File: config.mk
export PLATFORM = sky130hd
export DESIGN_NAME = uart_sensor_cmd_ctrl
export DESIGN_NICKNAME = d
export VERILOG_FILES = /design/src/rtl/uart_sensor_cmd_ctrl.sv
export SDC_FILE = /design/constraint.sdc
export NUM_CORES = 1
export LEC_CHECK = 0
export BUFFER_PORTS_ARGS = -buffer_cell sky130_fd_sc_hd__buf_4
export CORE_MARGIN = 2
export CORE_UTILIZATION = 65
export CTS_BUF_LIST = sky130_fd_sc_hd__clkbuf_16
export CTS_CLUSTER_DIAMETER = 40
export DETAILED_ROUTE_END_ITERATION = 12
export PLACE_DENSITY = 0.85
export SYNTH_ARGS = -nofsm -noshare
export SYNTH_HDL_FRONTEND = slang
export SYNTH_SLANG_ARGS = --single-unit
File: constraint.sdc
create_clock -name clk -period 5.3 [get_ports clk]
set_input_delay 0.265 -clock clk [delete_from_list [all_inputs] [get_ports clk]]
set_output_delay 0.265 -clock clk [all_outputs]
set_load 0.1 [all_outputs]
File: src/rtl/uart_sensor_cmd_ctrl.sv
// Command sequencer between the UART receiver, the SR04 ranging block and the UART transmitter.
// Decodes 'R'/'C'/'S', runs single or periodic measurements and streams "ddd\r\n" or "ERR\r\n".

module uart_sensor_cmd_ctrl #(
  parameter int unsigned PERIOD_CYC  = 10_000_000,
  parameter int unsigned TIMEOUT_CYC = 3_000_000,
  parameter int unsigned CNT_W       = 24
) (
  input  logic       clk,
  input  logic       rst,
  input  logic [7:0] rx_data,
  input  logic       rx_done,
  output logic       sensor_start,
  input  logic       sensor_done,
  input  logic [8:0] sensor_dist,
  output logic [7:0] tx_data,
  output logic       tx_start,
  input  logic       tx_busy,
  output logic       busy,
  output logic       cont_mode
);

  localparam logic [7:0]       CmdRead     = 8'h52;
  localparam logic [7:0]       CmdCont     = 8'h43;
  localparam logic [7:0]       CmdStop     = 8'h53;
  localparam logic [CNT_W-1:0] PeriodLast  = CNT_W'(PERIOD_CYC - 1);
  localparam logic [CNT_W-1:0] TimeoutLast = CNT_W'(TIMEOUT_CYC - 1);
  localparam logic [39:0]      ErrFrame    = 40'h45_52_52_0D_0A;

  typedef enum logic [2:0] {
    StIdle,
    StTrig,
    StWait,
    StConv,
    StSend,
    StTxh,
    StTxl
  } state_e;

  state_e           state_q, state_d;
  logic             cont_q, cont_d;
  logic             pend_q, pend_d;
  logic [CNT_W-1:0] period_cnt_q, period_cnt_d;
  logic [CNT_W-1:0] tmo_cnt_q, tmo_cnt_d;
  logic [8:0]       rem_q, rem_d;
  logic [3:0]       hund_q, hund_d;
  logic [3:0]       tens_q, tens_d;
  logic [39:0]      frame_q, frame_d;
  logic [2:0]       idx_q, idx_d;
  logic             sensor_start_q, sensor_start_d;
  logic             tx_start_q, tx_start_d;
  logic [7:0]       tx_data_q, tx_data_d;

  logic             cmd_read, cmd_cont, cmd_stop;
  logic [CNT_W-1:0] period_cnt_inc;

  assign cmd_read       = rx_done && (rx_data == CmdRead);
  assign cmd_cont       = rx_done && (rx_data == CmdCont);
  assign cmd_stop       = rx_done && (rx_data == CmdStop);
  assign period_cnt_inc = period_cnt_q + CNT_W'(1);

  always_comb begin
    state_d        = state_q;
    cont_d         = cont_q;
    pend_d         = pend_q;
    period_cnt_d   = period_cnt_q;
    tmo_cnt_d      = tmo_cnt_q;
    rem_d          = rem_q;
    hund_d         = hund_q;
    tens_d         = tens_q;
    frame_d        = frame_q;
    idx_d          = idx_q;
    sensor_start_d = 1'b0;
    tx_start_d     = 1'b0;
    tx_data_d      = tx_data_q;

    // Period counter saturates at its last value; pend holds the expiry until a trigger consumes it.
    if (!cont_q) begin
      period_cnt_d = '0;
    end else if (period_cnt_q != PeriodLast) begin
      period_cnt_d = period_cnt_inc;
      if (period_cnt_inc == PeriodLast) begin
        pend_d = 1'b1;
      end
    end

    if (cmd_cont) begin
      cont_d = 1'b1;
    end
    if (cmd_stop) begin
      cont_d = 1'b0;
      pend_d = 1'b0;
    end

    case (state_q)
      StIdle: begin
        if (!cmd_stop && (cmd_read || cmd_cont || pend_q)) begin
          state_d      = StTrig;
          period_cnt_d = '0;
          pend_d       = 1'b0;
        end
      end

      StTrig: begin
        sensor_start_d = 1'b1;
        tmo_cnt_d      = '0;
        state_d        = StWait;
      end

      StWait: begin
        // A done arriving on the timeout cycle still counts as a valid measurement.
        if (sensor_done) begin
          rem_d   = sensor_dist;
          hund_d  = '0;
          tens_d  = '0;
          state_d = StConv;
        end else if (tmo_cnt_q == TimeoutLast) begin
          frame_d = ErrFrame;
          idx_d   = '0;
          state_d = StSend;
        end else begin
          tmo_cnt_d = tmo_cnt_q + CNT_W'(1);
        end
      end

      StConv: begin
        if (rem_q >= 9'd100) begin
          rem_d  = rem_q - 9'd100;
          hund_d = hund_q + 4'd1;
        end else if (rem_q >= 9'd10) begin
          rem_d  = rem_q - 9'd10;
          tens_d = tens_q + 4'd1;
        end else begin
          frame_d = {8'h30 + {4'h0, hund_q}, 8'h30 + {4'h0, tens_q}, 8'h30 + {4'h0, rem_q[3:0]},
                     8'h0D, 8'h0A};
          idx_d   = '0;
          state_d = StSend;
        end
      end

      StSend: begin
        if (!tx_busy) begin
          tx_data_d  = frame_q[39:32];
          tx_start_d = 1'b1;
          state_d    = StTxh;
        end
      end

      StTxh: begin
        if (tx_busy) begin
          state_d = StTxl;
        end
      end

      StTxl: begin
        if (!tx_busy) begin
          if (idx_q == 3'd4) begin
            state_d = StIdle;
          end else begin
            idx_d   = idx_q + 3'd1;
            frame_d = {frame_q[31:0], 8'h00};
            state_d = StSend;
          end
        end
      end

      default: state_d = StIdle;
    endcase
  end

  always_ff @(posedge clk) begin
    if (rst) begin
      state_q        <= StIdle;
      cont_q         <= 1'b0;
      pend_q         <= 1'b0;
      period_cnt_q   <= '0;
      tmo_cnt_q      <= '0;
      rem_q          <= '0;
      hund_q         <= '0;
      tens_q         <= '0;
      frame_q        <= '0;
      idx_q          <= '0;
      sensor_start_q <= 1'b0;
      tx_start_q     <= 1'b0;
      tx_data_q      <= '0;
    end else begin
      state_q        <= state_d;
      cont_q         <= cont_d;
      pend_q         <= pend_d;
      period_cnt_q   <= period_cnt_d;
      tmo_cnt_q      <= tmo_cnt_d;
      rem_q          <= rem_d;
      hund_q         <= hund_d;
      tens_q         <= tens_d;
      frame_q        <= frame_d;
      idx_q          <= idx_d;
      sensor_start_q <= sensor_start_d;
      tx_start_q     <= tx_start_d;
      tx_data_q      <= tx_data_d;
    end
  end

  assign sensor_start = sensor_start_q;
  assign tx_start     = tx_start_q;
  assign tx_data      = tx_data_q;
  assign busy         = (state_q != StIdle);
  assign cont_mode    = cont_q;

endmodule

## Word-level counts from Yosys, hierarchy flattened

Cells that the tools add are included.

- Eq/ne operators: 28
- Multiplexer cells: 49
- Order comparisons: 2
- Bitwise logic cells: 2
- Reductions and logical operators: 21
- $add $sub $neg: 10

Operators with widths:

| kind | number |
|---|---|
| 40-bit two-way mux | 6 |
| 24-bit two-way mux | 6 |
| 40-bit one-hot mux with 3 select lines | 1 |
| 24-bit by 1-bit adder with 24-bit output (second input constant) | 2 |
| 24-bit one-hot mux with 2 select lines | 1 |
| 3-bit two-way mux | 15 |
| 9-bit two-way mux | 3 |
| 2-bit != test (second input constant) | 13 |
| 24-bit by 22-bit equality test with 1-bit output (second input constant) | 1 |
| 24-bit equality test (second input constant) | 1 |
| 8-bit by 7-bit equality test with 1-bit output (second input constant) | 3 |
| 24-bit != test (second input constant) | 1 |
| 6-bit by 4-bit adder with 7-bit output (first input constant) | 3 |
| 3-bit one-hot mux with 7 select lines | 1 |
| 9-bit one-hot mux with 2 select lines | 1 |
| 4-bit two-way mux | 4 |
| 4-bit one-hot mux with 2 select lines | 2 |
| 7-bit AND reduction | 2 |
| 3-bit equality test (second input constant) | 4 |
| 9-bit by 4-bit greater-or-equal comparator with 1-bit output (second input constant) | 1 |
| 9-bit by 7-bit greater-or-equal comparator with 1-bit output (second input constant) | 1 |
| 3-bit one-hot mux with 3 select lines | 1 |
| 3-bit AND reduction | 3 |
| 9-bit by 4-bit subtractor with 9-bit output (second input constant) | 1 |
| other kinds (17) | 35 |

- Output and inout port bits: 12
- Bits of input ports: 22
- Bits in registers: 123
- Logic and storage cells: 125

## Depth between registers and ports, before layout

- Depth in word-level cells: 8
- Mapped depth: 10
- Depth with buffers taken out: 9

## Least setup slack after synthesis

OpenSTA, ideal clock, no wires.

- Path kind: flip-flop to flip-flop
- From: register period_cnt_q[0]
- To: register pend_q
- Setup slack: 3.112 ns
- Path buffers: 1
- Required time: 5.242 ns
- Library setup time: 0.058 ns
- Arrival time: 2.130 ns
- Cell stages (with the launch flop): 10
- Clock period less this slack: 2.188 ns
- Path through: dfxtp_1 ha_1 buf_2 nand4_2 nor4_1 nand3_1 xor2_1 nor4_1 and3_1 o21a_1

- Word-level cells in the longest chain between the ends: 8
- Elaborated cells on any way between the ends: 9
- Those cells by class: 1 x add/sub; 2 x eq/ne; 6 x mux

Ends and longest elaborated chain:

| item | line | RTL |
|---|---|---|
| from (decl) | 43 | `logic [CNT_W-1:0] period_cnt_q, period_cnt_d;` |
| from (signal assigned) | 190 | `period_cnt_q <= period_cnt_d;` |
| 24-bit by 1-bit adder with 24-bit output | 60 | `assign period_cnt_inc = period_cnt_q + CNT_W'(1);` |
| 24-bit equality test | 82 | `if (period_cnt_inc == PeriodLast) begin` |
| 1-bit two-way mux | 82 |  |
| 1-bit two-way mux (*) | 80 | `end else if (period_cnt_q != PeriodLast) begin` |
| 1-bit two-way mux (*) | 78 | `if (!cont_q) begin` |
| 1-bit two-way mux (*) | 90 | `if (cmd_stop) begin` |
| 1-bit two-way mux | 97 | `if (!cmd_stop && (cmd_read \|\| cmd_cont \|\| pend_q)) begin` |
| 1-bit two-way mux (*) | 95 | `case (state_q)` |
| to (signal assigned) | 189 | `pend_q <= pend_d;` |
| to (decl) | 42 | `logic pend_q, pend_d;` |

Every way passes the cells marked *; elsewhere a longest branch is shown, timed or not.
A chain may end at the register's enable or synchronous reset.

## Worst setup path in the final report

- From: register state_q[1]
- To: register frame_q[32]

- Word-level cells in the longest chain between the ends: 3
- Elaborated cells on any way between the ends: 12
- Those cells by class: 9 x eq/ne; 1 x mux; 2 x reduce/logical

Ends and longest elaborated chain:

| item | line | RTL |
|---|---|---|
| from (decl) | 40 | `state_e state_q, state_d;` |
| from (signal assigned) | 173 | `state_q <= StIdle;` |
| from (signal assigned) | 187 | `state_q <= state_d;` |
| 3-bit equality test or 3-bit by 2-bit equality test with 1-bit output (tied branches) | 95 |  |
| 2-bit != test (no source line) or 3-bit nonzero test (tied branches) | - |  |
| 7-bit AND reduction (no source line) | - |  |
| to (signal assigned) | 195 | `frame_q <= frame_d;` |
| to (decl) | 48 | `logic [39:0] frame_q, frame_d;` |

Parallel ways exist; a longest one is shown, timed or not.

==> results.toml <==
[critical_path]
cp-end-kind = "flop"
reg2reg_slack_ps = 2270
crit_required_ps = 5490
criticalPathCategory = "reg -> reg"
arrival_ps = 3230
start_kind = "flop"
worstPathMaxFanout = 19

[timing]
slew_violations = 0
worst_slack_ps = 2265
setup_viol = 0
final.setup_skew_ps = 4.741
period_needed_ps = 3035
fmax_ghz = 0.3295
slew_headroom_pct = 38.10
min_period_over_period_pct = 57.26
worst_pin_slew_ps = 925.2
hold_viol = 0
fin_setup_tns_ps = 0
rsz0062_at_grt = "no"
fin_hold_ws_ps = 169.5

[logic_synthesis]
async_flop_share_pct = 0
ys_seq_area_share_pct = 39.05
synthesis.nets = 700
syn_inst = 666
synth_area_per_cell_um2 = 8.005
ys_ff_latch = 104
ys_types = 71
synth-main-ff-cell = "dfxtp_1"
synth-edff-count = 0
synth_warnings = 0
synth_area_mm2 = 0.005331

[pwr]
power_mw = 1.910
leakage_nw = 2.064
power.density_mw_per_mm2 = 328.8
vdd_ir_drop_max_mv = 0.3093

[placement]
pre_cts_ws_ps = 2339
place_hpwl_mm = 7.670
numPortBuffers = 32
gp_congestion = 0.9137
place_area_mm2 = 0.005539
post-place-cells = 766

[routing]
num_vias = 4742
ant_nets = 0
detail_route.wl_per_cell_um = 14.35
drc = 0
wl_mm = 11.22
drt_pass1_iterations = 5
first_iter_violations = 235
vias_per_cell = 6.064

[clocking]
clk_pin_slew_ps = 70
hold_buffers = 0
cts_sinks = 104
cts_buffers = 9
cts_htree_levels = 3
cts_root_buffer = "clkbuf_16"
max-clock-path-buffers = 2
tritoncts = "done"
post_cts_buffers = 0
worstSkewPairLatency_ps = 330
cts_resized = 0

[grt]
grt_max_degree = 69
grtUsageTotal_pct = 26.01
grt_pass1_vias = 4177
overflow = 0
grt_pass1_wl_mm = 18.98
antenna_found_initial = 0

[final_layout]
areaGrowthSynthToFinish_pct = 8.988
utilization_pct = 71.80
diodes = 0
fin_cells = 782
drive_gt1_share_pct = 9.897
nets = 706
stdcell_area_mm2 = 0.005811
fill_cells = 656

[floorplan]
initial_core_util_pct = 65.88
die_w_um = 94.57
rows = 33
io-pin-count = 34
dieArea_mm2 = 0.008943
core_region_area_mm2 = 0.008093
die_h_um = 94.57

[run]
maxCapViolCount = 0

[run_status]
status = "finished clean"

[min_path]
hold_class = "in -> reg"
## state kept, by name, indices dropped and copies added, names as in the netlist
name / flops
hund_q: 4
rem_q: 9
sensor_start: 1
tens_q: 4
pend_q: 1
idx_q: 3
frame_q: 22
cont_mode: 1
tmo_cnt_q: 24
period_cnt_q: 24
tx_data: 7
state_q: 3
tx_start: 1
## cell usage in the layout (no fill, tap or decap), types with 3 or more instances in the layout
cell,count
nand4_1,10
xnor2_1,19
a31oi_1,13
or3_1,5
a21oi_1,39
dfxtp_1,104
a221oi_1,5
nor2_1,103
o31ai_1,3
nor3b_1,5
mux2i_1,7
a22oi_1,6
ha_1,12
o211ai_1,3
nand3_1,38
a311oi_1,4
inv_1,14
nand2b_1,7
buf_4,34
o21a_1,3
and4_1,3
o21ai_0,21
clkinv_1,3
nor2b_1,7
mux2_2,3
nor3_1,23
nor4_1,10
or3b_2,3
xor2_1,18
nand2_1,71
and2_1,7
a211oi_1,4
and3_1,13
clkbuf_16,9
## synthesized netlist by cell type (all sizes together) (11+ instances only)
| library cell | instances | area [um2] |
|---|---|---|
| a21oi | 40 | 204.0 |
| a31oi | 13 | 81.33 |
| and3 | 13 | 81.33 |
| buf | 17 | 95.08 |
| clkbuf | 22 | 83.83 |
| dfxtp | 104 | 2082 |
| ha | 12 | 150.1 |
| inv | 14 | 52.55 |
| nand2 | 71 | 266.5 |
| nand3 | 38 | 190.2 |
| nand4 | 13 | 108.9 |
| nor2 | 104 | 406.6 |
| nor3 | 23 | 115.1 |
| nor4 | 11 | 75.07 |
| o21ai | 22 | 113.9 |
| xnor2 | 19 | 166.4 |
| xor2 | 18 | 157.7 |
## power by group
group | total (mW) | internal [mW] | switching (mW)
clock | 0.610 | 0.319 | 0.292
sequential | 0.875 | 0.818 | 0.0568
combinational | 0.425 | 0.130 | 0.294
total | 1.91 | 1.27 | 0.643
## path summary, 6_finish.rpt
check | start | cells after the start | to
hold / removal | rx_data[0] | 2 | cont_mode
hold reg to reg | tx_data[5] | 2 | tx_data[5]
setup reg to reg | state_q[1] | 6 | frame_q[32]
setup / recovery | state_q[1] | 6 | frame_q[32]
## final cells by class
class                   instances  area, um2  share of cell area (%)
clock buffers                   9      225.2                   3.876
repair buffers                 34      255.2                   4.393
flip-flops and latches        104       2082                   35.83
well taps                     105      131.4                   2.261
clock inverters                 7      46.29                  0.7967
multi-input cells             509       3018                   51.94
inverters                      14      52.55                  0.9044
## critical path, stage by stage (launching register included)
cell and delay [ps]:
dfxtp_1 490, nor2b_1 520, nand2_1 530, nor2_1 750, nor2_1 210, a221oi_1 300
nor3_1 90
## kinds of logic after synthesis
| logic type | synth area share [%] |
|---|---|
| buf+inv | 4.341 |
| xor+xnor | 6.078 |
| mux | 1.948 |
| other cells | 0.07034 |
| flops | 39.05 |
| compound gates | 14.62 |
| simple gates | 30.89 |
| fa+ha+maj | 3.004 |
## layer usage
layer  GRT usage [%]  up-vias  part of all wire [%]
li1                -     2362                     -
met2           42.98      137                    48
met5               0        -                     0
met1           34.61     2223                    45
met3           4.310       20                   4.5
met4           9.058        0                   2.1
No activity file was read; power rests on OpenSTA's default activity.
